**config.mk**
```make
export PLATFORM = sky130hd
export DESIGN_NAME = mem_stage
export DESIGN_NICKNAME = d
export VERILOG_FILES = /design/src/rtl/mem_stage.sv
export SDC_FILE = /design/constraint.sdc
export NUM_CORES = 1
export LEC_CHECK = 0
export ABC_AREA = 0
export BUFFER_PORTS_ARGS = -buffer_cell sky130_fd_sc_hd__buf_4
export CAP_MARGIN = 15
export CORE_AREA = 2 2 108 110
export CTS_CLUSTER_SIZE = 40
export DETAILED_ROUTE_END_ITERATION = 16
export DIE_AREA = 0 0 110 112
export MAX_ROUTING_LAYER = met4
export PLACE_DENSITY_LB_ADDON = 0.25
export SYNTH_ARGS = -nofsm -noshare
export SYNTH_HDL_FRONTEND = slang
export SYNTH_SLANG_ARGS = --single-unit
```
**constraint.sdc**
```tcl
create_clock -name clk -period 1.39 [get_ports clk]
set_clock_uncertainty 0.2 [all_clocks]
set_input_delay 0.139 -clock clk [delete_from_list [all_inputs] [get_ports clk]]
set_output_delay 0.139 -clock clk [all_outputs]
set_load 0.05 [all_outputs]
```
**src/rtl/mem_stage.sv**
```systemverilog
// MEM pipeline stage: data-memory request/ready handshake (IDLE/BUSY FSM) and the MEM/WB register.
// Optional access timeout is compiled in when MEM_TIMEOUT_EN is defined.
module mem_stage (
  input  logic        clk,
  input  logic        reset,
  input  logic [31:0] EX_MEM_alu_out,
  input  logic [31:0] EX_MEM_dataB,
  input  logic [4:0]  EX_MEM_rd,
  input  logic        EX_MEM_mem_to_reg,
  input  logic        EX_MEM_reg_write,
  input  logic        EX_MEM_mem_write,
  input  logic        EX_MEM_mem_read,
  output logic        dmem_req,
  output logic        dmem_we,
  output logic [31:0] dmem_addr,
  output logic [31:0] dmem_wdata,
  input  logic [31:0] dmem_rdata,
  input  logic        dmem_ready,
  output logic        mem_stall,
  output logic [31:0] MEM_WB_alu_out,
  output logic [31:0] MEM_WB_rdata,
  output logic [4:0]  MEM_WB_rd,
  output logic        MEM_WB_mem_to_reg,
  output logic        MEM_WB_reg_write,
  output logic [31:0] wb_data,
  output logic        mem_err
);

  typedef enum logic {IDLE, BUSY} state_t;

  state_t state_reg, state_next;
  logic   access;
  logic   is_load;
  logic   active;
  logic   timeout;

  assign access  = EX_MEM_mem_read | EX_MEM_mem_write;
  assign is_load = EX_MEM_mem_read & ~EX_MEM_mem_write;
  // Gating with reset lets an abandoned access disappear as soon as reset is seen.
  assign active  = ~reset & (access | (state_reg == BUSY));

`ifdef MEM_TIMEOUT_EN
  logic [3:0] timer_reg, timer_next;

  // Counts BUSY cycles; forced to 0 outside BUSY so every new wait starts fresh.
  always_comb begin
    timer_next = 4'd0;
    if (state_reg == BUSY) timer_next = timer_reg + 4'd1;
  end

  always_ff @(posedge clk) begin
    if (reset) timer_reg <= 4'd0;
    else       timer_reg <= timer_next;
  end

  // The 15th BUSY cycle without ready gives up instead of stalling again.
  assign timeout = active & (state_reg == BUSY) & (timer_reg == 4'd14) & ~dmem_ready;
  assign mem_err = timeout;
`else
  assign timeout = 1'b0;
  assign mem_err = 1'b0;
`endif

  assign dmem_req   = active & ~timeout;
  assign mem_stall  = active & ~dmem_ready & ~timeout;
  assign dmem_we    = EX_MEM_mem_write;
  assign dmem_addr  = {EX_MEM_alu_out[31:2], 2'b00};
  assign dmem_wdata = EX_MEM_dataB;

  always_ff @(posedge clk) begin
    if (reset) state_reg <= IDLE;
    else       state_reg <= state_next;
  end

  always_comb begin
    state_next = state_reg;
    unique case (state_reg)
      IDLE:    if (mem_stall)  state_next = BUSY;
      BUSY:    if (!mem_stall) state_next = IDLE;
      default: state_next = IDLE;
    endcase
  end

  // A stalled cycle inserts a bubble: only reg_write is cleared, the rest holds.
  always_ff @(posedge clk) begin
    if (reset) begin
      MEM_WB_alu_out    <= 32'd0;
      MEM_WB_rdata      <= 32'd0;
      MEM_WB_rd         <= 5'd0;
      MEM_WB_mem_to_reg <= 1'b0;
      MEM_WB_reg_write  <= 1'b0;
    end else if (mem_stall) begin
      MEM_WB_reg_write  <= 1'b0;
    end else begin
      MEM_WB_alu_out    <= EX_MEM_alu_out;
      MEM_WB_rdata      <= (is_load && !timeout) ? dmem_rdata : 32'd0;
      MEM_WB_rd         <= EX_MEM_rd;
      MEM_WB_mem_to_reg <= EX_MEM_mem_to_reg;
      MEM_WB_reg_write  <= EX_MEM_reg_write & ~timeout;
    end
  end

  assign wb_data = MEM_WB_mem_to_reg ? MEM_WB_rdata : MEM_WB_alu_out;

endmodule

```
Word level (Yosys, flattened, before mapping). Cells that the tools add are included.

Flip-flop bits (word level): 72. Output and inout bits: 171. Logic and storage cells: 18.

Bitwise logic cells: 8. Reduce and logical (&&, ||, !) cells: 1. Multiplexer cells: 3.

Operators with widths (number): $mux W32 (2); $and A1 B1 Y1 (3); $not A1 Y1 (3); $or A1 B1 Y1 (2); $reduce_or A2 Y1 (1); $mux W1 (1).

Depth between registers and ports, before layout. Gate-level depths: netlist of the first run.

Depth after elaboration: 5. Gate-level depth with buffers: 4.

Least setup slack after synthesis of the first run. No wires, ideal clock.

Path kind: register -> output. Start: reg MEM_WB_mem_to_reg. End: out wb_data[10]. Stages on the path, launching flop included: 4. Path slack: -516 ps. Path buffers: 2. Arrival: 1567 ps. Cells stage by stage: dfxtp_1 clkbuf_1 buf_2 mux2_2.

Word-level cells in the longest chain between the ends: 1.

RTL lines: start: declaration (RTL line 23) `output logic MEM_WB_mem_to_reg,`; start signal: assignment (RTL line 98) `MEM_WB_mem_to_reg <= EX_MEM_mem_to_reg;`; $mux W32 (RTL line 103) `assign wb_data = MEM_WB_mem_to_reg ? MEM_WB_rdata : MEM_WB_alu_out;`; end: declaration (RTL line 25) `output logic [31:0] wb_data,`.

No other way between the ends.

Final worst setup path of the first run.
Start: reg MEM_WB_mem_to_reg. End: out wb_data[29].

The elaborated chain is that of the path after synthesis.

==> flow_summary.toml, run 1 <==
[power]
ir_drop_uv = 697.5
swShare_pct = 31.03
power.density_nw_per_um2 = 1104
clock_power_share_pct = 35.9
p_int_mw = 4.940
sequentialPowerShare_pct = 31.8
total_power_mw = 7.163
switching_power_mw = 2.222
power_frac_comb_pct = 32.4
leakage_nw = 3.104

[worst_setup_path]
worstPathCellList = "buf_4 > buf_6 > mux2_4 > buf_8"
path_class = "register to output port"
endpoint_kind = "output port"
critPathBufInv = 3
arrival_ns = 1.37
cpMaxStageDelayCell = "dfxtp_4"
startpoint_type = "register"
crit_path_max_fanout = 3
worstPathRequired_ns = 1.05
max_stage_delay_ns = 0.36
cp_top_family = "buffers and inverters"

[timing]
layout_min_cycle_time_ns = 1.711
fmax_mhz = 584.5
slew_violations = 0
rsz0062_at_grt = "yes"
setup_tns_ns = -16.38
finalSetupViolCount = 89
timing.final.ws_setup_ns = -0.3209
timing.final.crit_share_pct = 123.1
hold_violations = 0

[cts]
cts.clk_slew.worst_paths_ns = 0.06
clk_latency_ns = 0.32
clockRootBuffer = "clkbuf_16"
cts_made_buffers = 9
cts_tree = "yes"
clockBufferDepth = 2
htreeDepth = 3
numClockSinks = 72

[synthesis]
ys_ff_latch = 72
yosysSeqAreaShare_pct = 42.14
synthCells = 304
synth_top_area_cell = "dfxtp_1"
ys_warn_count = 0
yosysTopAreaCellShare_pct = 42.14
synth_cell_types = 18
yosys-top-cells-area = "dfxtp_1, mux2_2, buf_4"
syn_area_um2 = 3421
synth_area_per_cell_um2 = 11.25

[drt]
vias = 3031
drt_first_pass_iters = 4
drtIter0Drc = 87
ant_nets = 0
wire_per_inst_um = 15.24
drc = 0
wl_mm = 10.52
viasPerCell = 4.393

[run_status]
failed_checks = "negative setup slack"
status = "finished with violations"

[cells_and_area]
reg_top3 = "MEM_WB_alu_out x32, MEM_WB_rdata x32, MEM_WB_rd x5"
nNetsFinal = 650
drive_gt1_share_pct = 60.51
n_antenna_cell = 0
areaGrowthSynthToFinish_pct = 89.65

[die]
die_h_um = 112
num_io_pins = 279
num_rows = 39
start_util_pct = 30.61
core-area_um2 = 11170
die_w_um = 110
die_area_um2 = 12320

[hold_path]
min_path_type = "input port to register"

[global_route]
grtUsageTotal_pct = 16.99
grt_max_degree = 28
grt_pass1_wl_mm = 15.90
overflow = 0
grt_pass1_vias = 3201
antenna_found_initial = 0

[placement]
gp_congestion = 0.7908
dpl.hpwl_mm = 6.836
io_buffers = 211

[job]
max_cap_violations = 0
[worst min-delay path, cell delays in order]
cell	delay (ns)
buf_4	0.09
nor2b_1	0.13
mux2_4	0.14
[kinds of logic (layout without fill, tap and decap cells)]
group	Yosys count	count (layout)	share of synthesized area, %
AO/OA/AOI/OAI	32	32	8.230
buffers and inverters	85	326	17.37
flip-flops	72	72	42.14
multiplexers	70	70	23.04
other	1	3	0.1096
AND/OR/NAND/NOR	44	44	9.107
[routing by layer]
metal | part of all wire, % | GRT usage, % | vias to the layer above
li1 | - | - | 1455
met1 | 39 | 17.92 | 1420
met2 | 54 | 30.80 | 133
met3 | 5.7 | 3.454 | 23
met4 | 1.1 | 5.823 | 0
met5 | 0 | - | -
[final cells by class]
class / count / area, µm²
fillers: 913 / 4687
repair buffers: 309 / 2849
multi-input cells: 149 / 1669
flip-flops and latches: 72 / 1446
clock buffers: 12 / 266.5
well taps: 143 / 178.9
clock inverters: 4 / 73.82
inverters: 1 / 3.754
[cells in the final DEF, fill, tap and decap left out, types with 2 or more instances in the layout]
cell	count
buf_4	182
dfxtp_1	70
mux2_4	70
dlygate4sd3_1	70
buf_6	43
nor2b_1	32
a22o_1	31
clkbuf_16	10
buf_12	8
and2b_1	6
conb_1	3
clkbuf_8	3
buf_16	3
nor3_4	2
bufinv_16	2
buf_8	2
[cells in the mapped netlist]
cell type  instances
mux2_1             3
buf_4             70
dfxtp_1           72
nor3_2             1
nor2_1             1
nor2b_1           32
conb_1             1
nor3_1             1
and2b_1            6
mux2_2            67
inv_1              1
a32o_1             1
nor4b_4            1
clkbuf_1           4
nor3_4             1
buf_2             10
a22o_1            31
nor3b_1            1
[path summary, 6_finish.rpt]
| path | startpoint | end | slack, ns | cells past startpoint |
|---|---|---|---|---|
| worst max-delay path | MEM_WB_mem_to_reg | wb_data[29] | -0.32 | 4 |
| worst min-delay path | EX_MEM_alu_out[23] | MEM_WB_alu_out[23] | 0.01 | 3 |
| worst max register to register | state_reg | MEM_WB_alu_out[26] | -0.17 | 6 |
| worst min register to register | MEM_WB_rd[4] | MEM_WB_rd[4] | 0.30 | 1 |
[power groups by stage]
| stage | sequential (mW) | clock [mW] | combinational, mW |
|---|---|---|---|
| floorplan | 2.68 | 0 | 1.27 |
| global placement | 2.32 | 0 | 1.95 |
| detailed placement | 2.32 | 0 | 1.96 |
| CTS | 2.28 | 2.63 | 2.33 |
| global route | 2.29 | 2.71 | 2.41 |
| finish | 2.28 | 2.57 | 2.32 |
[through the flow]
stage	hold slack (ns)	setup slack [ns]	instances	area [µm²]	utilization, %
6_report	0.01059	-0.3209	690	6487	58.06
5_1_grt	0.02928	-0.3618	690	6487	58.06
4_1_cts	0.001148	-0.3385	690	6494	58.11
3_5_place_dp	0.07834	-0.1631	588	4972	44.50
3_3_place_gp	0.07834	-0.1409	588	4972	44.50
2_1_floorplan	0.008356	-0.09714	306	3700	-
[timing repair]
action / in CTS / in global routing
resized for setup: 73 / 10
setup endpoints to repair: 73 / 105
hold buffers: 70 / 0
gates cloned: 5 / 1
endpoints found under the hold margin: 70 / 0
buffers inserted: 11 / 4
pin swaps: 32 / 4
Power figures use the tool's default switching activity.
==> inputs of run 2 (changes only) <==
- CAP_MARGIN: 15 -> 20
- PLACE_DENSITY: not set -> 0.68
- PLACE_DENSITY_LB_ADDON: 0.25 -> not set
==> run 2 against run 1 <==
  * The flow still finishes with violations (negative setup slack)
  * Global-route usage grew 1.9 points
  * Clock-buffer cell count shrank 1
  * Core utilization grew 0.37 points
  * Sequential power is essentially flat
  * Register-to-register slack lost 0.07 ns
  * Worst hold slack lost 0.0068 ns
  * Non-clock buffer count is the same
  * Clock power shrank 6%
  * First-iteration DRC count shrank 41%
  * Sequential cell count is the same
  * Sequential share of layout area shrank 0.14 points
  * Critical path type unchanged
  * Largest cell class unchanged
==> flow_summary.toml, run 2 (synthesis results as in run 1) <==
[placement]
dpl.hpwl_mm = 7.195
gp_congestion = 0.7495
post_dp_cell_area_um2 = 5005
io_buffers = 211

[worst_setup_path]
startpoint_type = "register"
cp.depth = 3
path_class = "register to output port"
crit_path_max_fanout = 9
worstPathCellList = "clkbuf_16 > mux2_4 > buf_6"
endpoint_kind = "output port"
cpMaxStageDelayCell = "dfxtp_4"
worstPathRequired_ns = 1.05
arrival_ns = 1.40
max_stage_delay_ns = 0.41
critPathBufInv = 2
r2r.worst_path.cells = 6
cp_top_family = "flip-flops"

[global_route]
grt_pass1_vias = 3398
grt_max_degree = 33
grtUsageTotal_pct = 18.84
grt_pass1_wl_mm = 17.33
antenna_found_initial = 0
overflow = 0

[cts]
cts_made_buffers = 9
clk_latency_ns = 0.33
clockBufferDepth = 2
numClockSinks = 72
cts.clk_slew.worst_paths_ns = 0.06
clockRootBuffer = "clkbuf_16"
htreeDepth = 3
cts_tree = "yes"

[cells_and_area]
reg_top3 = "MEM_WB_alu_out x32, MEM_WB_rdata x32, MEM_WB_rd x5"
final_common_cell = "buf_4"
n_antenna_cell = 0
final_cell_mix = "buf_4, dfxtp_1, mux2_4, dlygate4sd3_1, buf_6"
drive_gt1_share_pct = 61.17
fin_area_um2 = 6529
nNetsFinal = 650
fill_cells = 905
areaGrowthSynthToFinish_pct = 90.86

[timing]
finalSetupViolCount = 104
rsz0062_at_grt = "yes"
hold_violations = 0
timing.final.ws_setup_ns = -0.3458
layout_min_cycle_time_ns = 1.736
slew_violations = 0
fmax_mhz = 576.1
timing.final.crit_share_pct = 124.9
holdWs_ns = 0.003759

[power]
sequentialPowerShare_pct = 32.3
swShare_pct = 32.23
power_frac_comb_pct = 33.5
clock_power_share_pct = 34.2
leakage_nw = 3.116
ir_drop_uv = 609.8
switching_power_mw = 2.276
p_int_mw = 4.785
power.density_nw_per_um2 = 1081

[die]
die_h_um = 112
num_io_pins = 279
die_w_um = 110
die_area_um2 = 12320
num_rows = 39
start_util_pct = 30.61
core-area_um2 = 11170

[drt]
drc = 0
ant_nets = 0
vias = 3138
drt_first_pass_iters = 4
wire_per_inst_um = 17.01
viasPerCell = 4.554
wl_mm = 11.72
drtIter0Drc = 51

[hold_path]
hold_depth = 3
min_path_type = "input port to register"

[run_status]
status = "finished with violations"
failed_checks = "negative setup slack"

[job]
max_cap_violations = 0
==> run 2: final cells by class <==
| type | instances | area [µm²] | area share, % |
|---|---|---|---|
| Multi-Input combinational cell | 149 | 1674 | 25.64 |
| Sequential cell | 72 | 1446 | 22.15 |
| Clock buffer | 11 | 264.0 | 4.044 |
| Inverter | 1 | 3.754 | 0.05749 |
| Timing Repair Buffer | 309 | 2910 | 44.58 |
| Clock inverter | 4 | 51.30 | 0.7857 |
| Tap cell | 143 | 178.9 | 2.741 |
==> run 2: power groups by stage <==
stage          Combinational (mW)  Clock, mW  Sequential (mW)
2_1_floorplan                1.27          0             2.68
4_1_cts                      2.32       2.48             2.28
3_3_place_gp                 1.95          0             2.32
3_5_place_dp                 1.97          0             2.32
5_1_grt                      2.46       2.56             2.30
6_report                     2.36       2.41             2.28
==> run 2: worst register-to-register path, delay by kind of cell (launching register included) <==
kind / cells / cell delay, ns
buf+inv: 3 / 0.40
flops: 1 / 0.35
mux: 1 / 0.29
simple gates: 2 / 0.27
==> run 2: layer usage <==
metal  GRT usage, %  up-vias  share of wire (%)
li1               -     1453                  -
met3          5.621       41                7.3
met1          18.47     1479                 37
met2          33.82      165                 53
met5              -        -                  0
met4          7.848        0                3.0
==> run 2: final timing paths <==
kind / from / endpoint / slack, ns
max reg2reg: state_reg / MEM_WB_alu_out[27] / -0.24
min: EX_MEM_alu_out[20] / MEM_WB_alu_out[20] / 0.004
min reg2reg: MEM_WB_rd[1] / MEM_WB_rd[1] / 0.30
max: MEM_WB_mem_to_reg / wb_data[24] / -0.35
==> run 2: stage by stage <==
step,utilization (%),setup WS [ns],cells,setup TNS [ns],power (mW)
4_1_cts,57.81,-0.3583,689,-23.82,7.080
3_5_place_dp,44.79,-0.1822,589,-7.146,4.291
2_1_floorplan,-,-0.09714,306,-5.704,3.953
6_report,58.43,-0.3458,689,-19.97,7.061
3_3_place_gp,44.79,-0.1518,589,-4.872,4.269
5_1_grt,58.43,-0.3836,689,-25.64,7.310
==> run 2: timing repair <==
item | 4_1_cts | 5_1_grt
endpoints found under the hold margin | 67 | 0
setup endpoints to repair | 73 | 106
hold buffers | 67 | 0
setup buffers | 14 | 3
pin swaps | 22 | 12
resized for setup | 67 | 23
gates cloned | 4 | 2
==> inputs of run 3 (changes only) <==
- TNS_END_PERCENT: not set -> 20
==> run 3 against run 2 <==
  * The run still ends with negative setup slack left
  * Sequential power about the same
  * Clock power up 9.1%
  * Setup slack worse by 0.043 ns
  * Global-route usage down 1.9 points
  * Routed wire length down 9.0%
  * Die area unchanged
  * Design area down 5.1%
  * Clock-buffer cell count unchanged
  * Largest cell class unchanged
==> flow_summary.toml, run 3 (synthesis results as in run 1) <==
[run_status]
status = "finished with violations"
failed_checks = "negative setup slack"

[drt]
wire_per_inst_um = 15.78
viasPerCell = 4.525
drc = 0
vias = 3059
drtIter0Drc = 132
ant_nets = 0
drt_first_pass_iters = 4
wl_mm = 10.67

[timing]
fmax_mhz = 562.3
timing.final.crit_share_pct = 127.9
slew_violations = 0
holdWs_ns = 0.01451
timing.final.ws_setup_ns = -0.3884
layout_min_cycle_time_ns = 1.778
rsz0062_at_grt = "yes"
finalSetupViolCount = 73
hold_violations = 0

[cells_and_area]
final_common_cell = "buf_4"
drive_gt1_share_pct = 59.10
n_antenna_cell = 0
areaGrowthSynthToFinish_pct = 81.13
fin_cells = 676
fin_area_um2 = 6196
final_cell_mix = "buf_4, dfxtp_1, dlygate4sd3_1, mux2_4, nor2b_1"
reg_top3 = "MEM_WB_alu_out x32, MEM_WB_rdata x32, MEM_WB_rd x5"
nNetsFinal = 636

[worst_setup_path]
crit_path_max_fanout = 8
path_class = "register to output port"
endpoint_kind = "output port"
startpoint = "MEM_WB_mem_to_reg"
startpoint_type = "register"
r2r_start = "state_reg"
arrival_ns = 1.44
worstPathRequired_ns = 1.05

[die]
start_util_pct = 30.61
die_area_um2 = 12320
num_io_pins = 279
core-area_um2 = 11170
die_h_um = 112
num_rows = 39
die_w_um = 110

[placement]
dpl.hpwl_mm = 6.703
gp_congestion = 0.7356
dp.cells = 589
post_dp_cell_area_um2 = 4888
io_buffers = 211

[global_route]
overflow = 0
grt_use_met1_pct = 17.65
grtUsageTotal_pct = 16.94
use_met2_pct = 30.88
grt_pass1_wl_mm = 15.82
antenna_found_initial = 0
groute.layer.met3.usage_pct = 3.689
grt_max_degree = 40
grt_pass1_vias = 3248
gr-max-usage-layer = "met2"

[cts]
htreeDepth = 3
cts.clk_slew.worst_paths_ns = 0.06
clk_latency_ns = 0.32
cts_made_buffers = 9
cts_tree = "yes"
numClockSinks = 72
clockRootBuffer = "clkbuf_16"
clockBufferDepth = 2

[power]
power_frac_comb_pct = 31.2
power.density_nw_per_um2 = 1151
leakage_nw = 2.954
switching_power_mw = 2.232
p_int_mw = 4.899
ir_drop_uv = 654.3
clock_power_share_pct = 36.9
swShare_pct = 31.30
sequentialPowerShare_pct = 31.9
total_power_mw = 7.131

[hold_path]
min-delay-start = "EX_MEM_alu_out[12]"
min_path_type = "input port to register"

[job]
max_cap_violations = 0
[run 3: changes by cell type in the layout (fill, tap and decap cells not counted), sizes merged]
cell	delta
dlygate4sd3	+2
clkbuf	-2
buf	-14
clkinv	-1
bufinv	+2
[run 3: metrics by stage]
step                      setup WS, ns  setup TNS [ns]  utilization (%)
after global routing           -0.4380          -19.15            55.45
after CTS                      -0.4028          -16.81            55.03
final                          -0.3884          -15.81            55.45
after floorplan                -0.1325          -4.866                -
after detailed placement       -0.1330          -6.691            43.75
after global placement         -0.1168          -5.375            43.75
[run 3: layout make-up]
class | instances | area, µm²
clock buffer | 11 | 232.7
clock inverter | 5 | 106.4
fill | 914 | 4979
inverter | 1 | 3.754
multi-input combinational | 149 | 1619
sequential | 72 | 1446
tap | 143 | 178.9
timing repair buffer | 295 | 2609
[run 3: what timing repair did]
item / 4_1_cts / 5_1_grt
endpoints found under the hold margin: 69 / 0
gates resized for setup: 52 / 19
endpoints found under the setup margin: 73 / 99
hold buffers: 69 / 0
pin swaps: 0 / 0
buffers inserted: 3 / 0
gates cloned: 1 / 0
[run 3: routing by layer]
metal	part of all wire, %	vias to the layer above
li1	-	1427
met1	38	1469
met2	54	145
met3	6.6	18
met4	1.5	0
met5	0	-
[run 3: power groups by stage]
stage	sequential [mW]	clock [mW]	combinational, mW
after floorplan	2.68	0	1.22
after global placement	2.31	0	1.91
after detailed placement	2.31	0	1.91
after CTS	2.27	2.70	2.20
after global routing	2.29	2.80	2.31
final	2.27	2.63	2.22
[run 3: critical path: stages, from the launching register on]
cell,delay [ns]
dfxtp_4,0.39
buf_6,0.12
buf_12,0.13
mux2_4,0.31
buf_6,0.15
[run 3: worst paths after layout]
| path | end | slack [ns] | cells past startpoint |
|---|---|---|---|
| worst max-delay path | wb_data[9] | -0.39 | 4 |
| worst min-delay path | MEM_WB_alu_out[12] | 0.01 | 3 |
| worst max register to register | MEM_WB_alu_out[3] | -0.17 | 4 |
| worst min register to register | MEM_WB_rd[4] | 0.28 | 1 |
